==> src/rtl/axis_pkt_framer.sv <==
// Packet framer: cuts a raw AXI-Stream beat stream into len_i-beat packets,
// with an idle-timeout flush that closes a partial packet on its last beat.
module axis_pkt_framer #(
    parameter int DATA_WIDTH    = 32,
    parameter int LEN_WIDTH     = 16,
    parameter int TIMEOUT_WIDTH = 16
) (
    input  logic                     clk_i,
    input  logic                     rst_i,
    input  logic [LEN_WIDTH-1:0]     len_i,
    input  logic [TIMEOUT_WIDTH-1:0] timeout_i,
    input  logic [DATA_WIDTH-1:0]    s_axis_tdata,
    input  logic                     s_axis_tvalid,
    output logic                     s_axis_tready,
    output logic [DATA_WIDTH-1:0]    m_axis_tdata,
    output logic                     m_axis_tvalid,
    input  logic                     m_axis_tready,
    output logic                     m_axis_tlast,
    output logic [31:0]              pkt_cnt_o,
    output logic                     flush_o
);

    localparam logic [LEN_WIDTH-1:0]     LEN_ONE = {{(LEN_WIDTH-1){1'b0}}, 1'b1};
    localparam logic [TIMEOUT_WIDTH-1:0] TO_ONE  = {{(TIMEOUT_WIDTH-1){1'b0}}, 1'b1};

    // hold register: a non-last beat waits here until its successor arrives
    logic                     h_vld_q, h_vld_d;
    logic [DATA_WIDTH-1:0]    h_data_q, h_data_d;
    logic                     h_last_q, h_last_d;

    // output register driving the master side
    logic                     o_vld_q, o_vld_d;
    logic [DATA_WIDTH-1:0]    o_data_q, o_data_d;
    logic                     o_last_q, o_last_d;

    // packet position, latched length, idle tracking, status
    logic [LEN_WIDTH-1:0]     cnt_q, cnt_d;
    logic [LEN_WIDTH-1:0]     len_lat_q, len_lat_d;
    logic [TIMEOUT_WIDTH-1:0] idle_q, idle_d;
    logic                     flush_q, flush_d;
    logic [31:0]              pkt_cnt_q, pkt_cnt_d;

    logic                     o_free;
    logic                     s_rdy;
    logic                     s_fire;
    logic                     m_fire;
    logic                     h_move;
    logic [LEN_WIDTH-1:0]     len_in;
    logic [LEN_WIDTH-1:0]     len_eff;
    logic                     beat_last;
    logic                     idle_run;
    logic                     flush_hit;

    // handshake qualifiers and packet-boundary decision for the incoming beat
    always_comb begin
        o_free    = !o_vld_q || m_axis_tready;
        s_rdy     = !rst_i && (!h_vld_q || o_free);
        s_fire    = s_axis_tvalid && s_rdy;
        m_fire    = o_vld_q && m_axis_tready;
        h_move    = h_vld_q && o_free && (h_last_q || s_fire);
        len_in    = (len_i == '0) ? LEN_ONE : len_i;
        len_eff   = (cnt_q == '0) ? len_in : len_lat_q;
        beat_last = (cnt_q == (len_eff - LEN_ONE));
        idle_run  = h_vld_q && !h_last_q && !s_axis_tvalid
                    && (timeout_i != '0);
        flush_hit = idle_run && (idle_q == (timeout_i - TO_ONE));
    end

    // next state of the hold register and the beat counter
    always_comb begin
        h_vld_d   = h_vld_q;
        h_data_d  = h_data_q;
        h_last_d  = h_last_q;
        cnt_d     = cnt_q;
        len_lat_d = len_lat_q;
        if (h_move) begin
            h_vld_d = 1'b0;
        end
        if (s_fire) begin
            h_vld_d   = 1'b1;
            h_data_d  = s_axis_tdata;
            h_last_d  = beat_last;
            len_lat_d = len_eff;
            cnt_d     = beat_last ? '0 : (cnt_q + LEN_ONE);
        end else if (flush_hit) begin
            h_last_d = 1'b1;
            cnt_d    = '0;
        end
    end

    // idle counter runs only while a non-last beat is stranded in H
    always_comb begin
        idle_d = idle_q;
        if (s_fire || !h_vld_q || h_last_q) begin
            idle_d = '0;
        end else if (idle_run) begin
            idle_d = flush_hit ? '0 : (idle_q + TO_ONE);
        end
    end

    // output register loads from H or empties once the beat is taken
    always_comb begin
        o_vld_d  = o_vld_q;
        o_data_d = o_data_q;
        o_last_d = o_last_q;
        if (h_move) begin
            o_vld_d  = 1'b1;
            o_data_d = h_data_q;
            o_last_d = h_last_q;
        end else if (m_fire) begin
            o_vld_d  = 1'b0;
            o_data_d = '0;
            o_last_d = 1'b0;
        end
    end

    // status: packet counter and flush pulse
    always_comb begin
        pkt_cnt_d = pkt_cnt_q + {31'b0, (m_fire && o_last_q)};
        flush_d   = flush_hit;
    end

    // state registers with synchronous reset
    always_ff @(posedge clk_i) begin
        if (rst_i) begin
            h_vld_q   <= 1'b0;
            h_data_q  <= '0;
            h_last_q  <= 1'b0;
            o_vld_q   <= 1'b0;
            o_data_q  <= '0;
            o_last_q  <= 1'b0;
            cnt_q     <= '0;
            len_lat_q <= LEN_ONE;
            idle_q    <= '0;
            flush_q   <= 1'b0;
            pkt_cnt_q <= '0;
        end else begin
            h_vld_q   <= h_vld_d;
            h_data_q  <= h_data_d;
            h_last_q  <= h_last_d;
            o_vld_q   <= o_vld_d;
            o_data_q  <= o_data_d;
            o_last_q  <= o_last_d;
            cnt_q     <= cnt_d;
            len_lat_q <= len_lat_d;
            idle_q    <= idle_d;
            flush_q   <= flush_d;
            pkt_cnt_q <= pkt_cnt_d;
        end
    end

    assign s_axis_tready = s_rdy;
    assign m_axis_tdata  = o_data_q;
    assign m_axis_tvalid = o_vld_q;
    assign m_axis_tlast  = o_last_q;
    assign pkt_cnt_o     = pkt_cnt_q;
    assign flush_o       = flush_q;

endmodule

==> config.mk <==
export PLATFORM = sky130hd
export DESIGN_NAME = axis_pkt_framer
export DESIGN_NICKNAME = d
export VERILOG_FILES = /design/src/rtl/axis_pkt_framer.sv
export SDC_FILE = /design/constraint.sdc
export NUM_CORES = 1
export LEC_CHECK = 0
export ABC_AREA = 1
export BUFFER_PORTS_ARGS = -buffer_cell sky130_fd_sc_hd__buf_2
export CAP_MARGIN = 20
export CORE_MARGIN = 2
export CORE_UTILIZATION = 51
export CTS_CLUSTER_SIZE = 28
export DETAILED_ROUTE_END_ITERATION = 6
export GPL_TIMING_DRIVEN = 0
export PLACE_DENSITY = 0.77
export SLEW_MARGIN = 10
export SYNTH_ARGS = -nofsm -noshare
export SYNTH_HDL_FRONTEND = slang
export SYNTH_SLANG_ARGS = --single-unit
==> constraint.sdc <==
create_clock -name clk_i -period 2.9 [get_ports clk_i]
set_input_delay 0.145 -clock clk_i [delete_from_list [all_inputs] [get_ports clk_i]]
set_output_delay 0.145 -clock clk_i [all_outputs]
set_load 0.1 [all_outputs]
==> results.md <==
* Run status: finished, final reports clean
* Worst r2r src: cnt_q[0]$_SDFFE_PP0P_
* Avg WL per Cell at between 10 and 15 um
* Row count at 44
* Top-count cell post-synth: nand2_1
* Layout area overhead at 31.1%
* Hold EP: h_vld_q$_SDFFE_PP0P_
* GRT overflow at 0
* Final setup fails at 0
* Grt met2 use at 0.432
* Post-synthesis sequential area ratio at 0.401
* Tmin final at between 2 and 3 ns
* Syn nets at around 1100
* Fraction of layout cells with a size suffix above 1 at 0.231
* DP HPWL at roughly 14000 um
* Hold Crit Start: m_axis_tready
* Synthesized area at roughly 7400 um2
* Die X at about 120 um
* Max_cap viols at 0
* Nets at about 1300
* Via density at around 5.3
* Inserted Diodes at 0
* H-tree levels at 4
* Area leader, netlist: dfxtp_1
* Antenna viol nets, final at 0
* Clock sinks at roughly 150
* Leakage at ~4.2 nW
* DIE AREA at roughly 16000 um2
* Unique masters post-synth at 39
* Syn avg cell area at around 7 um2
* CTS tree: yes
* Final worst path period share at 0.976
* DR DRC count at 0
* Layout Skew at roughly 0.011 ns
* I/O Buffers at between 100 and 150
* Max transition margin at 0.490
* RSZ-0062 raised after global routing: yes
* Area of the core at 14400 um2
* R2R Setup Slk at 0.07 ns
* Kind of end point of the critical path: register
* Final Hold Viols at 0
* Initial DRT Pass Iterations at 5
* Root Buffer: clkbuf_16
* Pwr/cell area at 515 nW/um2
* WP data arrival at 3.12 ns
* 1st-iter DRT viols at 457
* Worst-path clk slew at approximately 0.06 ns
* Utilization after layout at 0.678
* VDD IR max at around 0.47 mV
* Initial Utilization at 0.517
* Final wirelength at approximately 20000 um
* Worst Path Max Fanout at 8
* Type of the most critical hold path: primary input to register
* Async SR Flop Fraction at 0
* Vias post-DR at 7661
* Worst setup SP type: register
* Crit Reg-Reg Endpoint: cnt_q[3]$_SDFFE_PP0P_
* Post-synth EDFFs at 0
* Hold path depth at 4
* Post-synth top cells: nand2_1 (251), dfxtp_1 (149), inv_1 (117), nor2_1 (103), a21oi_1 (84)
* Worst skew pair latency at ~0.42 ns
* Final Max Tran Viols at 0
* Ranking of synthesized cells by area: dfxtp_1 (40%), nand2_1 (13%), inv_1 (5.9%), a21oi_1 (5.7%), nor2_1 (5.2%)
* First-pass GRT wire length at about 32000 um
* Met3 GRT Util at 0.0606
* GRT Overall Usage at 0.251
* Met1 Use GR at 0.294
* Mapped Cells at roughly 1000
* Share of the synthesized area in the top cell type at 0.401
* Layout fillers at roughly 1100
* GPL Wtd Cong at slightly above 0.9
* Max Buffers Root-to-Sink at 2
* IO Count at approximately 140
* Synthesized flop and latch total at 149
* CTS buffer count at 17
* Largest net degree at the start of global routing at 17
* Overall Power at around 5.0 mW
* Worst reg2reg path depth at 21
* Die Height at roughly 120 um
* F_max at 353 MHz
* Critical path class: register to register
* Vias in the first global route at roughly 7100
* Worst Path Required at 3.19 ns
* YS warnings at 0
* Slew @ Worst Pin at ~0.76 ns
* Post-synth top flop: dfxtp_1
* Most used routing layer: met2
* Initial antenna violation count at 0
metal layers:
metal	wire, um	part of all wire
met5	0	0
met4	658	0.033
met3	1220	0.061
met2	10000	0.50
met1	8250	0.41
what timing repair did:
item	CTS	global route
buffers inserted	5	15
hold endpoints to repair	32	0
resized for setup	10	72
endpoints found under the setup margin	18	27
hold buffers	32	0
gates cloned	0	2
pin swaps	4	30
cell families (layout without fill, tap and decap cells):
kind of cell	count (synthesis)	after routing	share of synthesized area
flops	149	149	0.401
simple gates	502	503	0.293
buf+inv	156	374	0.0825
fa+ha+maj	7	7	0.0118
compound gates	181	181	0.155
xor+xnor	48	48	0.0566
worst max path at each step:
stage / from / to / slack [ns] / depth (start not counted)
detailed placement: cnt_q[0]$_SDFFE_PP0P_ / cnt_q[14]$_SDFFE_PP0P_ / -0.18 / 23
CTS: cnt_q[0]$_SDFFE_PP0P_ / cnt_q[12]$_SDFFE_PP0P_ / 0.0003 / 21
global route: cnt_q[0]$_SDFFE_PP0P_ / cnt_q[3]$_SDFFE_PP0P_ / -0.1 / 21
floorplan: m_axis_tvalid$_SDFFE_PP0P_ / pkt_cnt_o[30]$_SDFF_PP0_ / -0.19 / 19
finish: cnt_q[0]$_SDFFE_PP0P_ / cnt_q[3]$_SDFFE_PP0P_ / 0.07 / 21
global placement: cnt_q[0]$_SDFFE_PP0P_ / cnt_q[15]$_SDFFE_PP0P_ / -0.18 / 21
sequential cells by signal, indices dropped and copies added, names as in the netlist, 16 cells and up:
| name | cells |
|---|---|
| cnt_q | 16 |
| h_data_q | 32 |
| idle_q | 16 |
| len_lat_q | 16 |
| m_axis_tdata | 32 |
| pkt_cnt_o | 32 |
stage by stage:
stage / setup WS (ns) / setup TNS, ns / cells / hold WS [ns] / instance area [um2]
finish: 0.0698 / 0 / 1446 / 0.103 / 9740
global route: -0.0997 / -0.859 / 1446 / 0.162 / 9740
CTS: 0.000340 / 0 / 1430 / 0.0836 / 9360
detailed placement: -0.184 / -2.13 / 1361 / 0.387 / 8390
global placement: -0.177 / -1.99 / 1361 / 0.382 / 8390
floorplan: -0.186 / -0.186 / 1043 / 0.299 / 7490
power by group:
part           leakage (nW)  switching (mW)  internal, mW
Combinational          2.74           0.451         0.246
Clock                 0.285           0.901          1.27
Sequential             1.22          0.0357          2.11
Total                  4.25            1.39          3.63
cell type report:
cell class / count / area (um2) / area share
Clock inverter: 11 / 111 / 0.0114
Buffer: 37 / 188 / 0.0193
Inverter: 118 / 448 / 0.0460
Sequential cell: 149 / 3010 / 0.309
Clock buffer: 21 / 472 / 0.0484
Multi-Input combinational cell: 739 / 4110 / 0.422
Timing Repair Buffer: 187 / 1170 / 0.120
Tap cell: 184 / 230 / 0.0236
cell usage in the layout (no fill, tap or decap), types with 3 or more instances in the layout:
cell type,Yosys,final
xnor2_1,10,10
nor2_2,7,19
nand3_2,0,12
a211oi_1,4,4
clkbuf_1,29,31
nand2_2,10,22
dlygate4sd3_1,0,32
inv_1,117,112
a32o_1,33,33
nor2_1,103,84
nand2_4,2,3
dfxtp_2,0,8
o21bai_1,3,3
inv_6,0,3
a22o_1,8,8
inv_2,0,3
buf_2,4,134
o21a_1,5,5
xor2_1,38,38
a21oi_2,1,6
ha_4,0,3
buf_6,3,6
dfxtp_4,0,5
clkbuf_16,0,19
nor2_4,4,11
nand2_1,251,239
a21oi_1,84,79
dfxtp_1,149,136
clkinv_4,0,3
ha_1,7,3
nand3b_1,4,4
o21ai_0,36,36
nand4_1,11,11
buf_4,0,19
nor3b_1,3,3
nand3_1,76,62
nor4_1,5,5
nor3_1,21,21
worst max-delay path: stages (launching register included):
cell	delay, ns
dfxtp_4	0.35
inv_4	0.07
ha_4	0.14
nand2_2	0.07
nor2_4	0.16
nand2_4	0.11
nand2_2	0.07
nand2_2	0.06
inv_2	0.07
ha_4	0.15
nand3_4	0.09
nor2_4	0.20
nand3_2	0.12
o21bai_1	0.15
nand2_1	0.09
a21oi_2	0.13
nand2_2	0.09
nor2_4	0.14
nand2_4	0.11
clkbuf_16	0.18
nand3_2	0.07
a21oi_2	0.07
(Power assumes the default switching activity.)
